**config.mk**
```make
export PLATFORM = sky130hd
export DESIGN_NAME = arbi_rr_hold
export DESIGN_NICKNAME = d
export VERILOG_FILES = /design/src/rtl/arbi_pkg.sv /design/src/rtl/arbi_rr_pick.sv /design/src/rtl/arbi_rr_hold.sv
export SDC_FILE = /design/constraint.sdc
export NUM_CORES = 1
export LEC_CHECK = 0
export CAP_MARGIN = 40
export CORE_ASPECT_RATIO = 1.25
export CORE_MARGIN = 1.5
export CORE_UTILIZATION = 40
export DETAILED_ROUTE_END_ITERATION = 16
export PLACE_DENSITY_LB_ADDON = 0.1
export SLEW_MARGIN = 10
export SYNTH_ARGS = -nofsm -noshare
export SYNTH_HDL_FRONTEND = slang
export SYNTH_SLANG_ARGS = --single-unit
```
**constraint.sdc**
```tcl
create_clock -name clk -period 4.6 [get_ports clk]
set_input_delay 0.69 -clock clk [delete_from_list [all_inputs] [get_ports clk]]
set_output_delay 0.69 -clock clk [all_outputs]
set_load 0.01 [all_outputs]
```
**src/rtl/arbi_pkg.sv**
```systemverilog
// Shared defaults and mode encoding for the hold-limited round-robin arbiter.
package arbi_pkg;

    localparam int ARBI_NUM_REQ    = 4;
    localparam int ARBI_DATA_WIDTH = 32;
    localparam int ARBI_MAX_HOLD   = 4;

    typedef enum logic {
        ARBI_FIXED = 1'b0,
        ARBI_RR    = 1'b1
    } arbi_mode_e;

endpackage

```
**src/rtl/arbi_rr_pick.sv**
```systemverilog
// Combinational rotating priority picker: first asserted request at or after ptr, wrapping.
module arbi_rr_pick
    import arbi_pkg::*;
#(
    parameter int NUM_REQ = ARBI_NUM_REQ,
    parameter int IDX_W   = $clog2(ARBI_NUM_REQ)
) (
    input  logic [NUM_REQ-1:0] req,
    input  logic [IDX_W-1:0]   ptr,
    output logic [NUM_REQ-1:0] win_oh,
    output logic [IDX_W-1:0]   win_idx,
    output logic               win_vld
);

    localparam logic [IDX_W:0] NUM_REQ_W = (IDX_W+1)'(NUM_REQ);

    logic [IDX_W:0]   sum;
    logic [IDX_W-1:0] k_idx;

    always_comb begin
        win_oh  = '0;
        win_idx = '0;
        win_vld = 1'b0;
        sum     = '0;
        k_idx   = '0;
        for (int i = 0; i < NUM_REQ; i++) begin
            // Modulo by subtraction keeps non-power-of-two counts correct.
            sum = {1'b0, ptr} + (IDX_W+1)'(i);
            if (sum >= NUM_REQ_W) begin
                sum = sum - NUM_REQ_W;
            end
            k_idx = sum[IDX_W-1:0];
            if (!win_vld && req[k_idx]) begin
                win_vld        = 1'b1;
                win_idx        = k_idx;
                win_oh[k_idx]  = 1'b1;
            end
        end
    end

endmodule

```
**src/rtl/arbi_rr_hold.sv**
```systemverilog
// N-way arbiter, round-robin or fixed priority, with a bounded grant hold and registered outputs.
module arbi_rr_hold
    import arbi_pkg::*;
#(
    parameter int NUM_REQ    = ARBI_NUM_REQ,
    parameter int DATA_WIDTH = ARBI_DATA_WIDTH,
    parameter int MAX_HOLD   = ARBI_MAX_HOLD
) (
    input  logic                          clk,
    input  logic                          reset,
    input  logic                          rr_en,
    input  logic [NUM_REQ-1:0]            req,
    input  logic [NUM_REQ*DATA_WIDTH-1:0] data_in,
    output logic [NUM_REQ-1:0]            grant,
    output logic [$clog2(NUM_REQ)-1:0]    grant_id,
    output logic                          arb_valid,
    output logic [DATA_WIDTH-1:0]         arb_out
);

    localparam int IDX_W  = $clog2(NUM_REQ);
    localparam int HCNT_W = $clog2(MAX_HOLD) + 1;
    localparam logic [HCNT_W-1:0] HOLD_LIM = HCNT_W'(MAX_HOLD - 1);
    localparam logic [IDX_W-1:0]  LAST_IDX = IDX_W'(NUM_REQ - 1);

    logic [NUM_REQ-1:0]    grant_q, grant_d;
    logic [IDX_W-1:0]      grant_id_q, grant_id_d;
    logic                  arb_valid_q, arb_valid_d;
    logic [DATA_WIDTH-1:0] arb_out_q, arb_out_d;
    logic [IDX_W-1:0]      ptr_q, ptr_d;
    logic [HCNT_W-1:0]     hold_cnt_q, hold_cnt_d;

    logic [DATA_WIDTH-1:0] data_arr [NUM_REQ];
    arbi_mode_e            mode;
    logic [IDX_W-1:0]      pick_ptr;
    logic [NUM_REQ-1:0]    pick_oh;
    logic [IDX_W-1:0]      pick_idx;
    logic                  pick_vld;
    logic                  hold_ok;

    always_comb begin
        for (int i = 0; i < NUM_REQ; i++) begin
            data_arr[i] = data_in[i*DATA_WIDTH +: DATA_WIDTH];
        end
    end

    // Fixed priority is the rotating picker with its start pinned at index 0.
    always_comb begin
        mode     = rr_en ? ARBI_RR : ARBI_FIXED;
        pick_ptr = (mode == ARBI_RR) ? ptr_q : '0;
    end

    arbi_rr_pick #(
        .NUM_REQ (NUM_REQ),
        .IDX_W   (IDX_W)
    ) u_pick (
        .req     (req),
        .ptr     (pick_ptr),
        .win_oh  (pick_oh),
        .win_idx (pick_idx),
        .win_vld (pick_vld)
    );

    always_comb begin
        hold_ok     = arb_valid_q && req[grant_id_q] && (hold_cnt_q < HOLD_LIM);
        grant_d     = grant_q;
        grant_id_d  = grant_id_q;
        arb_valid_d = arb_valid_q;
        arb_out_d   = arb_out_q;
        ptr_d       = ptr_q;
        hold_cnt_d  = hold_cnt_q;
        if (hold_ok) begin
            hold_cnt_d = hold_cnt_q + 1'b1;
            arb_out_d  = data_arr[grant_id_q];
        end else if (pick_vld) begin
            grant_d     = pick_oh;
            grant_id_d  = pick_idx;
            arb_valid_d = 1'b1;
            arb_out_d   = data_arr[pick_idx];
            hold_cnt_d  = '0;
            ptr_d       = (pick_idx == LAST_IDX) ? '0 : pick_idx + 1'b1;
        end else begin
            // Idle: grant_id keeps the last holder for observability.
            grant_d     = '0;
            arb_valid_d = 1'b0;
            arb_out_d   = '0;
            hold_cnt_d  = '0;
        end
    end

    always_ff @(posedge clk) begin
        if (reset) begin
            grant_q     <= '0;
            grant_id_q  <= '0;
            arb_valid_q <= 1'b0;
            arb_out_q   <= '0;
            ptr_q       <= '0;
            hold_cnt_q  <= '0;
        end else begin
            grant_q     <= grant_d;
            grant_id_q  <= grant_id_d;
            arb_valid_q <= arb_valid_d;
            arb_out_q   <= arb_out_d;
            ptr_q       <= ptr_d;
            hold_cnt_q  <= hold_cnt_d;
        end
    end

    assign grant     = grant_q;
    assign grant_id  = grant_id_q;
    assign arb_valid = arb_valid_q;
    assign arb_out   = arb_out_q;

endmodule

```
* Word level (Yosys, flattened, before mapping)
Index checks and enable logic that the tools add are counted.
** Word-level totals
- Bits in registers :: 44
- Bits of input ports :: 135
- Word-level logic and storage cells :: 99
** Cells by class
- $add $sub $neg :: 9
- $lt $le $gt $ge :: 16
- Eq/ne operators :: 1
- Multiplexer cells :: 47
- Bitwise logic cells :: 6
- Reduce and logical (&&, ||, !) cells :: 14
** Operator list (number)
- two-way mux 32 bit :: 6
- binary-select mux 32 bit (select 2 bit) :: 2
- two-way mux 2 bit :: 10
- two-way mux 4 bit :: 5
- >= comparator 3 bit, second input constant :: 5
- < comparator 2 x 3 -> 1 bit, second input constant :: 5
- two-way mux 1 bit :: 15
- OR 4 bit :: 3
- binary-select mux 1 bit (select 2 bit) :: 5
- logical AND 1 bit :: 9
- demux 1 bit (select 2 bit) :: 4
- >= comparator 2 x 1 -> 1 bit, second input constant :: 4
- subtractor 2 x 1 -> 2 bit, second input constant :: 4
- adder 2 x 2 -> 3 bit, second input constant :: 2
- inverter 2 -> 3 bit :: 2
- adder 2 x 1 -> 3 bit, second input constant :: 1
- adder 3 x 1 -> 3 bit, second input constant :: 1
- >= comparator 2 x 3 -> 1 bit, second input constant :: 1
- logical NOT 1 bit :: 3
- < comparator 3 x 2 -> 1 bit, second input constant :: 1
- adder 2 x 1 -> 2 bit, second input constant :: 1
- == test 2 bit, second input constant :: 1
- AND reduction 2 bit :: 1
- OR reduction 2 bit :: 1
- inverter 1 bit :: 1

* Longest topological paths before layout
Gate-level depths: netlist of run 1.
- Depth in word-level cells :: 22
- Depth in mapped cells :: 12
- Depth with buffers taken out :: 9

* Modules after synthesis
From an unflattened synthesis of run 1, not the netlist that was laid out.
** Second synthesis, totals
- Cells, all modules :: 326
- Area, all modules :: 3942.5 um^2
** By module, submodules not included
- arbi_rr_hold :: times used 1, cells an instance 281, area each 3520.9 um^2, seq. area each 880.8 um^2
- arbi_rr_pick :: times used 1, cells an instance 45, area each 421.7 um^2, seq. area each 0.0 um^2

* Least setup slack after synthesis of run 1
Ideal clock, no wire load.
- Kind :: in2reg
- Start point :: in rr_en
- End point :: reg arb_out_q[20], in the netlist arb_out[20]
- Arrival time :: 3137 ps
- Slack :: 1326 ps
- Cell stages on the path :: 11
- Buffers on the path :: 2
- Path through :: buf_4 > nand2_2 > ha_1 > mux2_2 > mux2i_2 > o2111ai_4 > o211a_4 > nor2_4 > buf_6 > mux2i_1 > o221ai_1
** On the way
- Word-level cells in the longest chain between the ends :: 22
** Ends and longest elaborated chain
- from (decl) :: RTL line arbi_rr_hold.sv:11 : input logic rr_en,
- two-way mux 1 bit (*) :: RTL line arbi_rr_hold.sv:48 : mode = rr_en ? ARBI_RR : ARBI_FIXED;
- two-way mux 2 bit (*) :: RTL line arbi_rr_hold.sv:49 : pick_ptr = (mode == ARBI_RR) ? ptr_q : '0;
- branches (longest 18 deep; another with adder 2 x 1 -> 3 bit)
- two-way mux 32 bit (*) :: RTL line arbi_rr_hold.sv:74 : end else if (pick_vld) begin
- two-way mux 32 bit (*) :: RTL line arbi_rr_hold.sv:71 : if (hold_ok) begin
- to (signal assigned) :: RTL line arbi_rr_hold.sv:102 : arb_out_q <= arb_out_d;
- to (decl) :: RTL line arbi_rr_hold.sv:28 : logic [DATA_WIDTH-1:0] arb_out_q, arb_out_d;
Mark *: on every way between the ends. The select of a mux whose other input is x is not followed.
A chain may end at the register's enable or synchronous reset.

* Worst setup path in the final report of run 1
- Start point :: in rr_en
- End point :: reg arb_out_q[2], in the netlist arb_out[2]
Same word-level chain as after synthesis.

==> results of run 1 <==
## layout by cell type (no fill, tap or decap), types with 2 or more instances in the layout
| cell type | instances |
|---|---|
| nor2_1 | 6 |
| a22o_1 | 29 |
| nor2_4 | 2 |
| o31ai_1 | 2 |
| a221oi_1 | 5 |
| mux2i_1 | 59 |
| xnor2_1 | 2 |
| clkbuf_16 | 5 |
| a211oi_1 | 4 |
| o221ai_1 | 29 |
| buf_4 | 13 |
| clkinvlp_4 | 2 |
| inv_2 | 2 |
| buf_16 | 2 |
| nand2_1 | 76 |
| nor3_1 | 3 |
| nand2b_1 | 2 |
| mux4_2 | 34 |
| a21oi_1 | 8 |
| dfxtp_1 | 42 |
| nor2b_1 | 3 |
| o21ai_1 | 19 |
| ha_1 | 9 |
| buf_12 | 2 |
| o211a_1 | 2 |
| o311ai_4 | 2 |
| a21boi_0 | 2 |
| mux2_2 | 5 |
| dfxtp_2 | 2 |
| nand2_2 | 3 |
| inv_1 | 2 |
| o21ai_0 | 21 |
| clkdlybuf4s50_1 | 173 |
| nand3_1 | 37 |
## logic make-up after synthesis
logic type / Yosys count
AO/OA/AOI/OAI: 136
XOR/XNOR: 2
adder cells (fa/ha/maj): 9
buffers and inverters: 49
flip-flops: 44
multiplexers: 100
AND/OR/NAND/NOR: 142
## worst max path at each step
stage | depth (start not counted) | endpoint | from
global route | 11 | arb_out[2]$_SDFF_PP0_ | rr_en
detailed placement | 11 | arb_out[2]$_SDFF_PP0_ | rr_en
CTS | 11 | arb_out[2]$_SDFF_PP0_ | rr_en
floorplan | 11 | arb_out[20]$_SDFF_PP0_ | rr_en
finish | 11 | arb_out[2]$_SDFF_PP0_ | rr_en
global placement | 11 | arb_out[24]$_SDFF_PP0_ | rr_en
## state kept, by name, indices dropped and copies added, names as in the netlist
| name | cells |
|---|---|
| arb_out | 32 |
| arb_valid | 1 |
| hold_cnt_q | 3 |
| grant_id | 2 |
| grant | 4 |
| ptr_q | 2 |
## through the flow
step	utilization (%)	std cells
floorplan	-	482
global placement	58.4	757
detailed placement	59.0	759
CTS	60.4	767
global route	60.4	767
finish	60.4	767
## where the power goes
part	total, mW	switching [mW]	internal (mW)	leakage [nW]
clock	0.394	0.177	0.217	0.0691
sequential	0.599	0.0696	0.530	0.365
combinational	2.11	1.05	1.05	2.05
total	3.10	1.30	1.80	2.48
## per-layer routing
metal  global-route usage, %  wire (um)
met5                       0          0
met4                    12.6        499
met3                    4.49       1310
met2                    46.6       7940
met1                    30.3       5920
## worst min-delay path, delay by kind of cell (launching register included)
kind,cells,cell delay [ns]
flip-flops,1,0.33
AO/OA/AOI/OAI,1,0.05
AND/OR/NAND/NOR,1,0.04
## layout make-up
| type | count | area [sq um] |
|---|---|---|
| clock buffers | 6 | 139 |
| clock inverters | 2 | 15.0 |
| fillers | 976 | 4250 |
| inverters | 4 | 15.0 |
| multi-input cells | 389 | 3330 |
| flip-flops and latches | 44 | 883 |
| well taps | 132 | 165 |
| repair buffers | 190 | 1920 |
==> flow_summary_export.csv, run 1 <==
group,metric,value,unit
outcome,status,"finished clean",
clock_tree,cts_resized,0,
synth,synth_cell_types,56,
clock_tree,cts_buffer_depth,2,
global_route,grt_usage,26.1,%
route,first_iter_violations,304,
synth,synth_xor_area_share,0.393,%
synth,synth_top_area_share,19.8,%
global_route,grt_max_degree,36,
clock_tree,cts_made_buffers,5,
synth,synth_flop_cell,"dfxtp_1",
setup_path,cpPeakStageDelay,0.69,ns
route,routed_wirelength,15.7,mm
layout,nNetsFinal,778,
place,placed_area,0.00632,sq mm
hold_path,hold_path_depth,2,
setup_path,crit_path_end_kind,"flop",
setup_path,r2r-end,"arb_out[2]$_SDFF_PP0_",
setup_path,required,4.76,ns
floorplan,die_w,97.4,um
sta,setup_tns,0,ns
route,avgRoutedWirePerCell,20.4,um
synth,synth_mux_area_share,32.4,%
synth,synth_area_leader_cell,"dfxtp_1",
clock_tree,clkTransAtPathRegs,0.07,ns
hold_path,hold_start,"grant[3]$_SDFFE_PP0N_",
setup_path,startpoint_type,"input pin",
clock_tree,clk_latency,0.30,ns
synth,synth_edf_count,0,
synth,syn-num-nets,626,
setup_path,rrSetupSlack,0.92,ns
sta,rsz0062_at_grt,"no",
sta,hold_ws,0.458,ns
sta,fmax,243,MHz
floorplan,die-area,0.0118,sq mm
route,routed_via_density,6.34,
layout,area_growth,45.3,%
synth,synth_async_sr_flop_share,0,%
power_and_ir_drop,power_leakage,2.48,nW
setup_path,cpMostUsedCell,"mux2_2",
clock_tree,cts_sinks,44,
setup_path,slowest_stage,"clkdlybuf4s50_1",
clock_tree,cts-root-buf,"clkbuf_16",
setup_path,arrival,4.28,ns
floorplan,start_util,41.6,%
power_and_ir_drop,power.total,3.10,mW
synth,synth_seq_cells,44,
hold_path,hold_path_class,"flop to flop",
synth,yosys.area_share.simple,14.8,%
global_route,globalRouteOverflowTotal,0,
sta,timing.final.ws_setup,0.482,ns
floorplan,io_pins,174,
synth,synth_compound_area_share,24.5,%
global_route,grt_pass1_wl,24.7,mm
setup_path,path_delay_family,"buffers and inverters",
power_and_ir_drop,power_density,479,mW/mm^2
sta,hold_viol_final,0,
sta,fin_crit,4.12,ns
synth,netlist_top_cells_count,"nand2_1 (76), mux2i_1 (59), dfxtp_1 (44), nand3_1 (37), mux4_2 (34)",
hold_path,min_to,"grant[3]$_SDFFE_PP0N_",
setup_path,rr_startpoint,"ptr_q[0]$_SDFFE_PP0P_",
place,io_buffers,173,
setup_path,reg2reg_depth,10,
route,dr.pass1.iters,5,
layout,antenna_cells,0,
sta,drv_slew,0,
global_route,antenna_found_initial,0,
sta,fin_crit_sh,89.5,%
route,vias,4862,
power_and_ir_drop,vdd_drop_max,0.213,mV
synth,syn_inst,482,
synth,synth_top_family_by_area,"multiplexers",
clock_tree,htree_levels,2,
place,gp_congestion,0.832,
place,dp_hpwl,10.7,mm
synth,avgSynthCellArea,9.24,sq um
route,drc,0,
layout,drive_gt1_share,13.7,%
synth,synth_area,0.00446,sq mm
floorplan,die_h,121,um
synth,yosys_warnings,0,
clock_tree,cts_tree,"built",
place,post-place-ws,0.198,ns
clock_tree,post_cts_buffers,0,
synth,ys_seq_area_share,19.8,%
global_route,grt_pass1_vias,5023,
sta,setup_viol,0,
synth,synthTopCellsByArea,"dfxtp_1 (20%), mux4_2 (17%), mux2i_1 (13%)",
setup_path,worst-path-max-fanout,35,
sta,worstMarginPinSlew,0.696,ns
setup_path,path_cells,"clkdlybuf4s50_1, nand2_2, ha_1, mux2_2, mux2_2, o311ai_4, and2_2, buf_4, o21ai_0, mux2i_1, o221ai_1",
sta,fin_skew,0.00942,ns
sta,max_slew_margin,53.6,%
setup_path,worstSetupPathType,"input pin to flop",
run,maxCapViolCount,0,
floorplan,coreArea,0.0107,sq mm
synth,synth_adder_area_share,2.53,%
route,antenna_left,0,
synth,post-synth-top-count-cell,"nand2_1",
clock_tree,cts_hold_buf,0,
floorplan,rows,42,
setup_path,worstPathBufferInverterCount,2,
layout,final_area,0.00647,sq mm
No activity file was read; power rests on OpenSTA's default activity.
==> run 2, diff against run 1 <==
CTS_CLUSTER_SIZE = 20   (was not set)
==> results of run 2 <==
No change in the layout: final DEF, timing and power equal those of run 1.
==> run 3, diff against run 2 <==
--- a/config.mk
+++ b/config.mk
@@ -13,5 +13,5 @@
 export DETAILED_ROUTE_END_ITERATION = 16
 export PLACE_DENSITY_LB_ADDON = 0.1
-export SLEW_MARGIN = 10
+export SLEW_MARGIN = 15
 export SYNTH_ARGS = -nofsm -noshare
 export SYNTH_HDL_FRONTEND = slang
==> constraint.sdc (replaced) <==
create_clock -name clk -period 4.6 [get_ports clk]
set_input_delay 0.46 -clock clk [delete_from_list [all_inputs] [get_ports clk]]
set_output_delay 0.46 -clock clk [all_outputs]
set_load 0.01 [all_outputs]
==> run 3 against run 2 <==
Largest cell class unchanged. Non-clock buffer count grew 2. Critical path type unchanged. Sequential share of layout area is essentially flat. Worst setup slack gained 0.22 ns. Final cell count grew 0.26%. Die area is the same. Clock skew is essentially flat. Total power shrank 0.20%. Count of clock-buffer cells in the layout grew 1. Via count shrank 1.9%. Register-to-register slack lost 0.02 ns. Global-route usage shrank 0.43 points. Clock power shrank 3%.
==> flow_summary_export.csv, run 3 (same netlist as run 1, synthesis figures left out) <==
group,metric,value,unit
clock_tree,cts_resized,0,
global_route,antenna_found_initial,0,
power_and_ir_drop,swShare,41.4,%
setup_path,crit_path_end_kind,"flop",
route,avgRoutedWirePerCell,20.2,um
route,vias,4772,
power_and_ir_drop,clockPowerShare,12.3,%
global_route,grt_pass1_vias,4875,
layout,final_area,0.00650,sq mm
route,routed_via_density,6.21,
global_route,grt_max_degree,38,
power_and_ir_drop,power_leakage,2.49,nW
power_and_ir_drop,vdd_drop_max,0.204,mV
clock_tree,cts_hold_buf,0,
route,first_iter_violations,303,
clock_tree,htree_levels,2,
layout,final_common_cell,"clkdlybuf4s50_1",
sta,worstMarginPinSlew,0.686,ns
sta,fmax,256,MHz
clock_tree,cts-root-buf,"clkbuf_16",
sta,drv_slew,0,
layout,drive_gt1_share,13.8,%
route,routed_wirelength,15.5,mm
clock_tree,cts_made_buffers,5,
power_and_ir_drop,comb_power_share,68.3,%
setup_path,startpoint_type,"input pin",
route,antenna_left,0,
place,dp_hpwl,10.7,mm
layout,area_growth,45.8,%
global_route,grt_usage,25.7,%
clock_tree,clkTransAtPathRegs,0.07,ns
sta,fin_skew,0.00972,ns
floorplan,coreArea,0.0107,sq mm
hold_path,hold_path_class,"flop to flop",
sta,setup_tns,0,ns
place,gp_congestion,0.860,
layout,largest_reg_flops,32,
power_and_ir_drop,switching_power,1.28,mW
clock_tree,clk_latency,0.29,ns
place,io_buffers,173,
power_and_ir_drop,seqPwrFrac,19.4,%
route,drc,0,
sta,hold_viol_final,0,
outcome,status,"finished clean",
layout,most-common-layout-cells,"clkdlybuf4s50_1 (173), nand2_1 (76), mux2i_1 (59)",
floorplan,die_h,121,um
clock_tree,cts_tree,"built",
floorplan,die-area,0.0118,sq mm
setup_path,required,4.75,ns
global_route,globalRouteOverflowTotal,0,
power_and_ir_drop,p_int,1.81,mW
floorplan,rows,42,
global_route,grt_pass1_wl,24.5,mm
sta,fin_crit_sh,84.8,%
run,maxCapViolCount,0,
floorplan,io_pins,174,
clock_tree,post_cts_buffers,0,
clock_tree,cts_buffer_depth,2,
place,placed_area,0.00635,sq mm
setup_path,worstSetupPathType,"input pin to flop",
setup_path,rrSetupSlack,0.90,ns
power_and_ir_drop,power_density,476,mW/mm^2
power_and_ir_drop,power.total,3.09,mW
clock_tree,cts_sinks,44,
floorplan,start_util,41.6,%
setup_path,worst-path-max-fanout,11,
route,dr.pass1.iters,5,
layout,antenna_cells,0,
sta,setup_viol,0,
sta,max_slew_margin,54.3,%
layout,nNetsFinal,780,
sta,fin_crit,3.90,ns
setup_path,arrival,4.04,ns
floorplan,die_w,97.4,um
sta,rsz0062_at_grt,"no",
-- run 3: changes by cell type in the layout (fill, tap and decap cells not counted) --
cell / delta
buf_4: +1
clkinvlp_4: -1
buf_12: +1
clkbuf_1: +1
-- run 3: path summary, 6_finish.rpt --
check / from / end / depth (start not counted)
max: rr_en / arb_out[15]$_SDFF_PP0_ / 11
min: grant[2]$_SDFFE_PP0N_ / grant[2]$_SDFFE_PP0N_ / 2
max reg2reg: ptr_q[0]$_SDFFE_PP0P_ / arb_out[15]$_SDFF_PP0_ / 10
min reg2reg: grant[2]$_SDFFE_PP0N_ / grant[2]$_SDFFE_PP0N_ / 2
-- run 3: power by group through the flow --
stage               clock [mW]  combinational (mW)  sequential (mW)
floorplan                    0                1.30            0.656
global placement             0                2.04            0.611
detailed placement           0                2.11            0.606
CTS                      0.385                2.12            0.601
global route             0.403                2.26            0.615
finish                   0.381                2.11            0.600
-- run 3: stage by stage --
step | hold WS, ns | utilization, % | worst slack (ns) | instances
floorplan | 0.433 | - | 1.56 | 482
global placement | 0.436 | 58.7 | 0.548 | 759
detailed placement | 0.454 | 59.2 | 0.416 | 761
CTS | 0.468 | 60.6 | 0.712 | 769
global route | 0.491 | 60.6 | 0.437 | 769
finish | 0.460 | 60.6 | 0.701 | 769
-- run 3: area by class of cell --
type,instances,area (sq um)
sequential,44,883
timing repair buffer,192,1950
clock buffer,7,143
fill,950,4220
multi-input combinational,389,3330
clock inverter,1,7.51
inverter,4,15.0
tap,132,165
-- run 3: metal layers --
layer	routed length (um)	global-route usage [%]	share of wire, %
met5	0	0	0
met4	320	8.48	2.1
met3	1200	5.47	7.7
met2	7960	46.7	51
met1	6060	30.0	39
-- run 3: worst max-delay path, cell delays in order --
cell             delay (ns)
clkdlybuf4s50_1        0.69
nand2_2                0.25
ha_1                   0.49
mux2_2                 0.40
mux2i_2                0.36
o2111a_1               0.32
nand2b_1               0.14
nand2_2                0.32
buf_4                  0.27
mux2i_1                0.20
o221ai_1               0.15
